--- config.mk ---
export PLATFORM = sky130hd
export DESIGN_NAME = mem_access_stage
export DESIGN_NICKNAME = d
export VERILOG_FILES = /design/src/rtl/mem_access_stage.sv
export SDC_FILE = /design/constraint.sdc
export NUM_CORES = 1
export LEC_CHECK = 0
export BUFFER_PORTS_ARGS = -buffer_cell sky130_fd_sc_hd__buf_2
export CAP_MARGIN = 15
export CORE_MARGIN = 2
export CORE_UTILIZATION = 30
export DETAILED_ROUTE_END_ITERATION = 12
export PLACE_DENSITY = 0.58
export SLEW_MARGIN = 0
export SYNTH_ARGS = -nofsm -noshare
export SYNTH_HDL_FRONTEND = slang
export SYNTH_SLANG_ARGS = --single-unit
--- constraint.sdc ---
create_clock -name clk -period 5.55 [get_ports clk]
set_input_delay 0.555 -clock clk [delete_from_list [all_inputs] [get_ports clk]]
set_output_delay 0.555 -clock clk [all_outputs]
set_load 0.005 [all_outputs]
--- src/rtl/mem_access_stage.sv ---
// mem_access_stage
// Memory stage of the in-order pipeline, between the EX/MEM register and
// registers_MEMWB. Non-memory ops pass through with one cycle of latency.
// Loads and stores go out on a request/response data-memory port, and
// upstream is stalled until the access completes.
//
// Ports
//   clk, reset                 clock, asynchronous active-high reset
//   in_*                       op from EX/MEM (sampled only while idle)
//   stall                      upstream must hold its inputs
//   mem_req_*                  registered memory request (valid/ready)
//   mem_resp_valid/rdata       load response
//   out_*                      registered result for registers_MEMWB plus
//                              the one-cycle ROB completion pulse
//
// Build option
//   MEM_MISALIGN_TRAP_EN       when defined, misaligned H/W accesses issue no
//                              request and complete next cycle with
//                              out_exception = 1 (adds port out_exception).
//                              When undefined, low address bits below the
//                              access size are ignored.
module mem_access_stage #(
    parameter int ROB_IDX_W = 4,
    parameter int RD_W      = 5
) (
    input  logic                 clk,
    input  logic                 reset,
    input  logic                 in_valid,
    input  logic                 in_mem_read,
    input  logic                 in_mem_write,
    input  logic [2:0]           in_funct3,
    input  logic [31:0]          in_addr,
    input  logic [31:0]          in_store_data,
    input  logic [RD_W-1:0]      in_rd,
    input  logic                 in_mem_to_reg,
    input  logic                 in_write_enable,
    input  logic [ROB_IDX_W-1:0] in_complete_idx,
    output logic                 stall,
    output logic                 mem_req_valid,
    input  logic                 mem_req_ready,
    output logic                 mem_req_write,
    output logic [31:0]          mem_req_addr,
    output logic [31:0]          mem_req_wdata,
    output logic [3:0]           mem_req_wstrb,
    input  logic                 mem_resp_valid,
    input  logic [31:0]          mem_resp_rdata,
    output logic [31:0]          out_alu_out,
    output logic [31:0]          out_mem_out,
    output logic [RD_W-1:0]      out_rd,
    output logic                 out_mem_to_reg,
    output logic                 out_write_enable,
    output logic                 out_complete,
    output logic [ROB_IDX_W-1:0] out_complete_idx
`ifdef MEM_MISALIGN_TRAP_EN
    ,
    output logic                 out_exception
`endif
);

    typedef enum logic [1:0] {ST_IDLE, ST_REQ, ST_WAIT_RESP} state_t;

    state_t                 r_state;

    // Op captured in IDLE and used for the rest of the access
    logic                   r_is_load;
    logic [2:0]             r_funct3;
    logic [31:0]            r_addr;
    logic [RD_W-1:0]        r_rd;
    logic                   r_mem_to_reg;
    logic                   r_we;
    logic [ROB_IDX_W-1:0]   r_idx;

    logic                   r_req_valid;
    logic                   r_req_write;
    logic [31:0]            r_req_addr;
    logic [31:0]            r_req_wdata;
    logic [3:0]             r_req_wstrb;

    logic [31:0]            r_alu_out;
    logic [31:0]            r_mem_out;
    logic [RD_W-1:0]        r_out_rd;
    logic                   r_out_m2r;
    logic                   r_out_we;
    logic                   r_complete;
    logic [ROB_IDX_W-1:0]   r_out_idx;
`ifdef MEM_MISALIGN_TRAP_EN
    logic                   r_exception;
`endif

    logic                   w_is_mem;
    logic                   w_trap;
    logic [3:0]             w_st_wstrb;
    logic [31:0]            w_st_wdata;
    logic [7:0]             w_ld_byte;
    logic [15:0]            w_ld_half;
    logic                   w_ld_sign;
    logic [31:0]            w_ld_data;

    // A load+store flag combination is treated as a load
    assign w_is_mem = in_mem_read | in_mem_write;

`ifdef MEM_MISALIGN_TRAP_EN
    // funct3[1:0]: 00 byte, 01 half, otherwise word
    assign w_trap = w_is_mem &
                    ((in_funct3[1:0] == 2'b01) ? in_addr[0] :
                     (in_funct3[1] ? (|in_addr[1:0]) : 1'b0));
`else
    assign w_trap = 1'b0;
`endif

    assign stall = (r_state != ST_IDLE) | (in_valid & w_is_mem & ~w_trap);

    // Store lane placement from the live inputs (registered at capture)
    always_comb begin
        w_st_wstrb = 4'b1111;
        w_st_wdata = in_store_data;
        case (in_funct3[1:0])
            2'b00: begin
                w_st_wstrb = 4'b0001 << in_addr[1:0];
                w_st_wdata = {4{in_store_data[7:0]}};
            end
            2'b01: begin
                w_st_wstrb = in_addr[1] ? 4'b1100 : 4'b0011;
                w_st_wdata = {2{in_store_data[15:0]}};
            end
            default: ;
        endcase
    end

    // Load formatting from the captured op
    always_comb begin
        case (r_addr[1:0])
            2'b00:   w_ld_byte = mem_resp_rdata[7:0];
            2'b01:   w_ld_byte = mem_resp_rdata[15:8];
            2'b10:   w_ld_byte = mem_resp_rdata[23:16];
            default: w_ld_byte = mem_resp_rdata[31:24];
        endcase
        w_ld_half = r_addr[1] ? mem_resp_rdata[31:16] : mem_resp_rdata[15:0];
        w_ld_sign = ~r_funct3[2];
        case (r_funct3[1:0])
            2'b00:   w_ld_data = {{24{w_ld_sign & w_ld_byte[7]}}, w_ld_byte};
            2'b01:   w_ld_data = {{16{w_ld_sign & w_ld_half[15]}}, w_ld_half};
            default: w_ld_data = mem_resp_rdata;
        endcase
    end

    always_ff @(posedge clk or posedge reset) begin
        if (reset) begin
            r_state      <= ST_IDLE;
            r_is_load    <= 1'b0;
            r_funct3     <= '0;
            r_addr       <= '0;
            r_rd         <= '0;
            r_mem_to_reg <= 1'b0;
            r_we         <= 1'b0;
            r_idx        <= '0;
            r_req_valid  <= 1'b0;
            r_req_write  <= 1'b0;
            r_req_addr   <= '0;
            r_req_wdata  <= '0;
            r_req_wstrb  <= '0;
            r_alu_out    <= '0;
            r_mem_out    <= '0;
            r_out_rd     <= '0;
            r_out_m2r    <= 1'b0;
            r_out_we     <= 1'b0;
            r_complete   <= 1'b0;
            r_out_idx    <= '0;
`ifdef MEM_MISALIGN_TRAP_EN
            r_exception  <= 1'b0;
`endif
        end else begin
            // Bubble by default; payload registers hold
            r_complete <= 1'b0;
            r_out_we   <= 1'b0;
            unique case (r_state)
                ST_IDLE: begin
                    if (in_valid) begin
                        if (w_is_mem && !w_trap) begin
                            r_state      <= ST_REQ;
                            r_is_load    <= in_mem_read;
                            r_funct3     <= in_funct3;
                            r_addr       <= in_addr;
                            r_rd         <= in_rd;
                            r_mem_to_reg <= in_mem_to_reg;
                            r_we         <= in_write_enable;
                            r_idx        <= in_complete_idx;
                            r_req_valid  <= 1'b1;
                            r_req_write  <= ~in_mem_read;
                            r_req_addr   <= {in_addr[31:2], 2'b00};
                            r_req_wstrb  <= in_mem_read ? 4'b0000 : w_st_wstrb;
                            r_req_wdata  <= in_mem_read ? 32'd0 : w_st_wdata;
                        end else begin
                            // ALU op, or trapped misaligned access
                            r_complete  <= 1'b1;
                            r_out_we    <= in_write_enable & ~w_trap;
                            r_alu_out   <= in_addr;
                            r_mem_out   <= '0;
                            r_out_rd    <= in_rd;
                            r_out_m2r   <= in_mem_to_reg;
                            r_out_idx   <= in_complete_idx;
`ifdef MEM_MISALIGN_TRAP_EN
                            r_exception <= w_trap;
`endif
                        end
                    end
                end
                ST_REQ: begin
                    if (mem_req_ready) begin
                        r_req_valid <= 1'b0;
                        if (r_is_load) begin
                            r_state <= ST_WAIT_RESP;
                        end else begin
                            r_state     <= ST_IDLE;
                            r_complete  <= 1'b1;
                            r_out_we    <= r_we;
                            r_alu_out   <= r_addr;
                            r_mem_out   <= '0;
                            r_out_rd    <= r_rd;
                            r_out_m2r   <= r_mem_to_reg;
                            r_out_idx   <= r_idx;
`ifdef MEM_MISALIGN_TRAP_EN
                            r_exception <= 1'b0;
`endif
                        end
                    end
                end
                ST_WAIT_RESP: begin
                    if (mem_resp_valid) begin
                        r_state     <= ST_IDLE;
                        r_complete  <= 1'b1;
                        r_out_we    <= r_we;
                        r_alu_out   <= r_addr;
                        r_mem_out   <= w_ld_data;
                        r_out_rd    <= r_rd;
                        r_out_m2r   <= r_mem_to_reg;
                        r_out_idx   <= r_idx;
`ifdef MEM_MISALIGN_TRAP_EN
                        r_exception <= 1'b0;
`endif
                    end
                end
                default: r_state <= ST_IDLE;
            endcase
        end
    end

    assign mem_req_valid    = r_req_valid;
    assign mem_req_write    = r_req_write;
    assign mem_req_addr     = r_req_addr;
    assign mem_req_wdata    = r_req_wdata;
    assign mem_req_wstrb    = r_req_wstrb;
    assign out_alu_out      = r_alu_out;
    assign out_mem_out      = r_mem_out;
    assign out_rd           = r_out_rd;
    assign out_mem_to_reg   = r_out_m2r;
    assign out_write_enable = r_out_we;
    assign out_complete     = r_complete;
    assign out_complete_idx = r_out_idx;
`ifdef MEM_MISALIGN_TRAP_EN
    assign out_exception    = r_exception;
`endif

endmodule

## Yosys cells after proc, flatten, opt, wreduce, memory -nomap -nowiden

Cells that the tools add are included.

| cells by class | value |
|---|---|
| equality and inequality tests | 12 |
| shift-type cells | 1 |
| muxes and demuxes | 60 |
| bitwise operators | 7 |
| reduce and logical (&&, ||, !) cells | 11 |

Operators with widths:

| operator | number |
|---|---|
| two-way mux 32 bit | 11 |
| case mux 32 bit (3 select lines) | 2 |
| case mux 32 bit (2 select lines) | 2 |
| two-way mux 4 bit | 7 |
| two-way mux 5 bit | 5 |
| case mux 8 bit (3 select lines) | 1 |
| two-way mux 1 bit | 18 |
| two-way mux 16 bit | 1 |
| case mux 5 bit (3 select lines) | 1 |
| inequality test 2 bit, second input constant | 6 |
| case mux 4 bit (3 select lines) | 1 |
| two-way mux 2 bit | 5 |
| case mux 1 bit (3 select lines) | 3 |
| equality test 2 x 1 -> 1 bit, second input constant | 4 |
| zero test 2 bit | 4 |
| case mux 4 bit (2 select lines) | 1 |
| AND reduction 4 bit | 2 |
| case mux 2 bit (3 select lines) | 1 |
| AND reduction 6 bit | 1 |
| equality test 2 bit, second input constant | 2 |
| nonzero test 2 bit | 2 |
| left shift 1 x 2 -> 4 bit, first input constant | 1 |
| AND 1 bit | 3 |
| AND reduction 3 bit | 1 |
| other kinds (4) | 6 |

| storage, ports and cells | value |
|---|---|
| bits in registers | 193 |
| logic and storage cells | 111 |

## Depth between registers and ports, before layout

| logic depth | value |
|---|---|
| word-level depth | 6 |
| depth in mapped cells | 10 |
| gate-level depth less buffers | 6 |

## Least setup slack after synthesis

No wires, ideal clock.

| timing | value |
|---|---|
| path kind | register to register |
| start | reg r_state[1] |
| end | reg r_mem_out[7], in the netlist out_mem_out[7] |
| arrival | 1.830 ns |
| required time | 5.421 ns |
| path slack | 3.592 ns |
| stages on the path, launching flop included | 11 |
| path buffers | 4 |
| clock period less this slack | 1.958 ns |
| path through | dfrtp_1 -> inv_1 -> ha_1 -> buf_2 -> nand2b_1 -> a221o_1 -> buf_2 -> buf_2 -> buf_2 -> nand2_1 -> o41ai_2 |

| on the way | value |
|---|---|
| word-level cells in the longest chain between the ends | 3 |
| elaborated cells between the ends (all ways) | 11 |
| those cells by class | eq/ne: 7; mux: 1; reduce/logical: 3 |

Ends and longest elaborated chain:

| what | line | source |
|---|---|---|
| start, declared | 62 | `state_t r_state;` |
| start signal, assigned | 149 | `r_state <= ST_IDLE;` |
| start signal, assigned | 180 | `r_state <= ST_REQ;` |
| start signal, assigned | 212 | `r_state <= ST_WAIT_RESP;` |
| equality test 2 x 1 -> 1 bit (tied with other cells) | 176 | `unique case (r_state)` |
| inequality test 2 bit (no source line) or nonzero test 3 bit (tied branches) | -- |  |
| AND reduction 6 bit (no source line) | -- |  |
| end signal, assigned | 234 | `r_mem_out <= w_ld_data;` |
| end, declared | 80 | `logic [31:0] r_mem_out;` |

Several ways; a longest one is shown, not always the timed one.
A chain may end at the register's enable or synchronous reset.

## Final worst setup path

| timing | value |
|---|---|
| start | reg r_state[0] |
| end | reg r_alu_out[13], in the netlist out_alu_out[13] |

| on the way | value |
|---|---|
| word-level cells in the longest chain between the ends | 3 |
| elaborated cells between the ends (all ways) | 11 |
| those cells by class | eq/ne: 7; mux: 1; reduce/logical: 3 |

Ends and longest elaborated chain:

| what | line | source |
|---|---|---|
| equality test 2 x 1 -> 1 bit (tied with other cells) | 176 |  |
| inequality test 2 bit (no source line) or nonzero test 3 bit (tied branches) | -- |  |
| AND reduction 6 bit (no source line) | -- |  |
| end signal, assigned | 197 | `r_alu_out <= in_addr;` |
| end signal, assigned | 217 | `r_alu_out <= r_addr;` |
| end signal, assigned | 233 | `r_alu_out <= r_addr;` |
| end, declared | 79 | `logic [31:0] r_alu_out;` |

Several ways; a longest one is shown, not always the timed one.

==> results_dict.tcl <==
set metrics [dict create \
    status "completed" \
    ys_types 43 \
    yosys.area.top_type_share_pct 52.84 \
    max_slew_margin_pct 32.59 \
    vias_per_cell 4.699 \
    clk_pin_slew_ns 0.07 \
    dieArea_um2 27030 \
    cts_tree "built" \
    syn_to_final_growth_pct 25.53 \
    insertedDiodeCount 0 \
    power_uw 5507 \
    power.density_nw_per_um2 568.4 \
    dp_hpwl_um 14830 \
    critPathRequiredTime_ns 5.81 \
    grt_pass1_vias 6052 \
    arrival_ns 3.14 \
    cts_max_level 4 \
    final_max_slew_viol_count 0 \
    setup.worst_path.end_class "flip-flop" \
    gp_congestion 0.7610 \
    finalSetupViolations 0 \
    antenna_found_initial 0 \
    rsz0062_at_grt "no" \
    vdd_drop_max_v 0.0002357 \
    p_leak_uw 0.004864 \
    cts_setup_buffers 0 \
    rows 58 \
    post_drt_wl_per_cell_um 16.36 \
    track_usage_pct 15.54 \
    finalWirelength_um 20990 \
    ys_async_sr_fraction_pct 100.0 \
    first_iter_violations 329 \
    timing.fmax_mhz 347.0 \
    core-area_um2 25250 \
    avgSynthCellArea_um2 10.52 \
    tightest_slew_ns 1.011 \
    cts_buffer_depth 2 \
    ys_seq_elements 163 \
    fin_crit_ns 2.882 \
    initial_core_util_pct 30.56 \
    syn_inst 734 \
    ys.flop_type "dfrtp_1" \
    overflow 0 \
    fp.dieH_um 164.4 \
    fin_setup_tns_ns 0 \
    grt_pass1_wl_um 32810 \
    synth_edf_count 0 \
    drive_above_1_share_pct 37.99 \
    yosysWarnings 0 \
    syn-cell-area_um2 7719 \
    ys_seq_area_share_pct 52.84 \
    hold_violations 0 \
    period_share_pct 51.92 \
    worstSkewPairLatency_ns 0.42 \
    synth_commonest_cells "dfrtp_1, o21ai_0, nand2_1" \
    antenna_left 0 \
    drc 0 \
    fin_skew_ns 0.01977 \
    port-buffer-count 261 \
    crit_type "flip-flop to flip-flop" \
    max_cap_viol_count 0 \
    cts-buffers-inserted 17 \
    hp-class "primary input to async pin" \
    holdWs_ns 0.1593 \
    final_core_util_pct 38.37 \
    synth.area.top_cells "dfrtp_1, mux2i_1, o21ai_0, mux2_2, nand2_1" \
    start_kind "flip-flop" \
    synth_area_leader_cell "dfrtp_1" \
    ios 264 \
    die_w_um 164.4 \
    root_buffer "clkbuf_16" \
    regToRegSetupSlack_ns 2.67 \
    grt_max_degree 107 \
    drt_pass1_iterations 4 \
    synth.most_common_cell "dfrtp_1" \
    cts_hold_buf 0 \
    nets 1061 \
    num_vias 6029 \
    crit_path_max_fanout 106 \
    clock_sinks 163 \
    cts_resized 0 \
]
per-layer routing:
layer	vias up	share of wire, %	track usage (%)
li1	2925	-	-
met3	10	6.8	4.169
met5	-	0	0
met1	2906	46	20.38
met4	0	1.0	4.071
met2	188	47	25.48
area by class of cell:
cell class	count	area (um2)
clock inverter	13	173.9
timing repair buffer	269	1366
sequential	163	4079
fill	2575	15560
multi-input combinational	473	3149
inverter	16	65.06
clock buffer	19	442.9
tap	330	412.9
where the power goes:
group | switching (uW) | leakage, uW | internal, uW
registers | 363 | 0.00207 | 1740
clock network | 514 | 0.000285 | 729
logic | 1150 | 0.00251 | 1000
cell families (layout without fill, tap and decap cells):
kind of cell / count (synthesis) / in the layout / synth area share, %
AOI/OAI and AO/OA: 187 / 187 / 14.04
DFF: 163 / 163 / 52.84
and+or+nand+nor: 154 / 154 / 8.672
muxes: 126 / 126 / 17.17
buffers and inverters: 99 / 317 / 6.581
adders and majority gates: 4 / 4 / 0.6484
other: 1 / 2 / 0.04858
worst max-delay path: stages, from the launching register on:
cell,delay [ns]
dfrtp_1,0.40
inv_1,0.11
ha_1,0.44
nor2b_1,0.40
a221o_4,0.29
buf_4,0.77
o21ai_0,0.23
path summary, 6_finish.rpt:
check | start | end | cells past startpoint
worst max-delay path | r_state[0] | out_alu_out[13] | 6
worst min-delay path | reset | r_addr[12] | 2
worst max register to register | r_state[0] | out_alu_out[13] | 6
worst min register to register | out_mem_out[26] | out_mem_out[26] | 2
max in group asynchronous | reset | out_alu_out[26] | 3
min in group clk | in_addr[4] | r_addr[4] | 2
per-stage QoR:
step / instances / area (um2) / setup slack, ns
floorplan: 735 / 7722 / 0.5900
global placement: 1251 / 9072 / 2.789
detailed placement: 1251 / 9072 / 2.635
CTS: 1283 / 9689 / 2.622
global route: 1283 / 9689 / 2.288
finish: 1283 / 9689 / 2.668
cell usage in the layout, fill, tap and decap left out, types with 3 or more instances in the layout:
cell type and n:
buf_2 261, dfrtp_1 163, o21ai_0 121, nand2_1 116, mux2i_1 75, mux2_2 51, a21oi_1 23, clkbuf_16 17
o31ai_1 16, inv_1 15, nand2b_1 11, nor2_1 10, a22o_1 8, buf_4 8, clkinvlp_4 5, nor2b_1 4
inv_6 4, ha_1 3, bufinv_16 3
(Power assumes the default switching activity.)
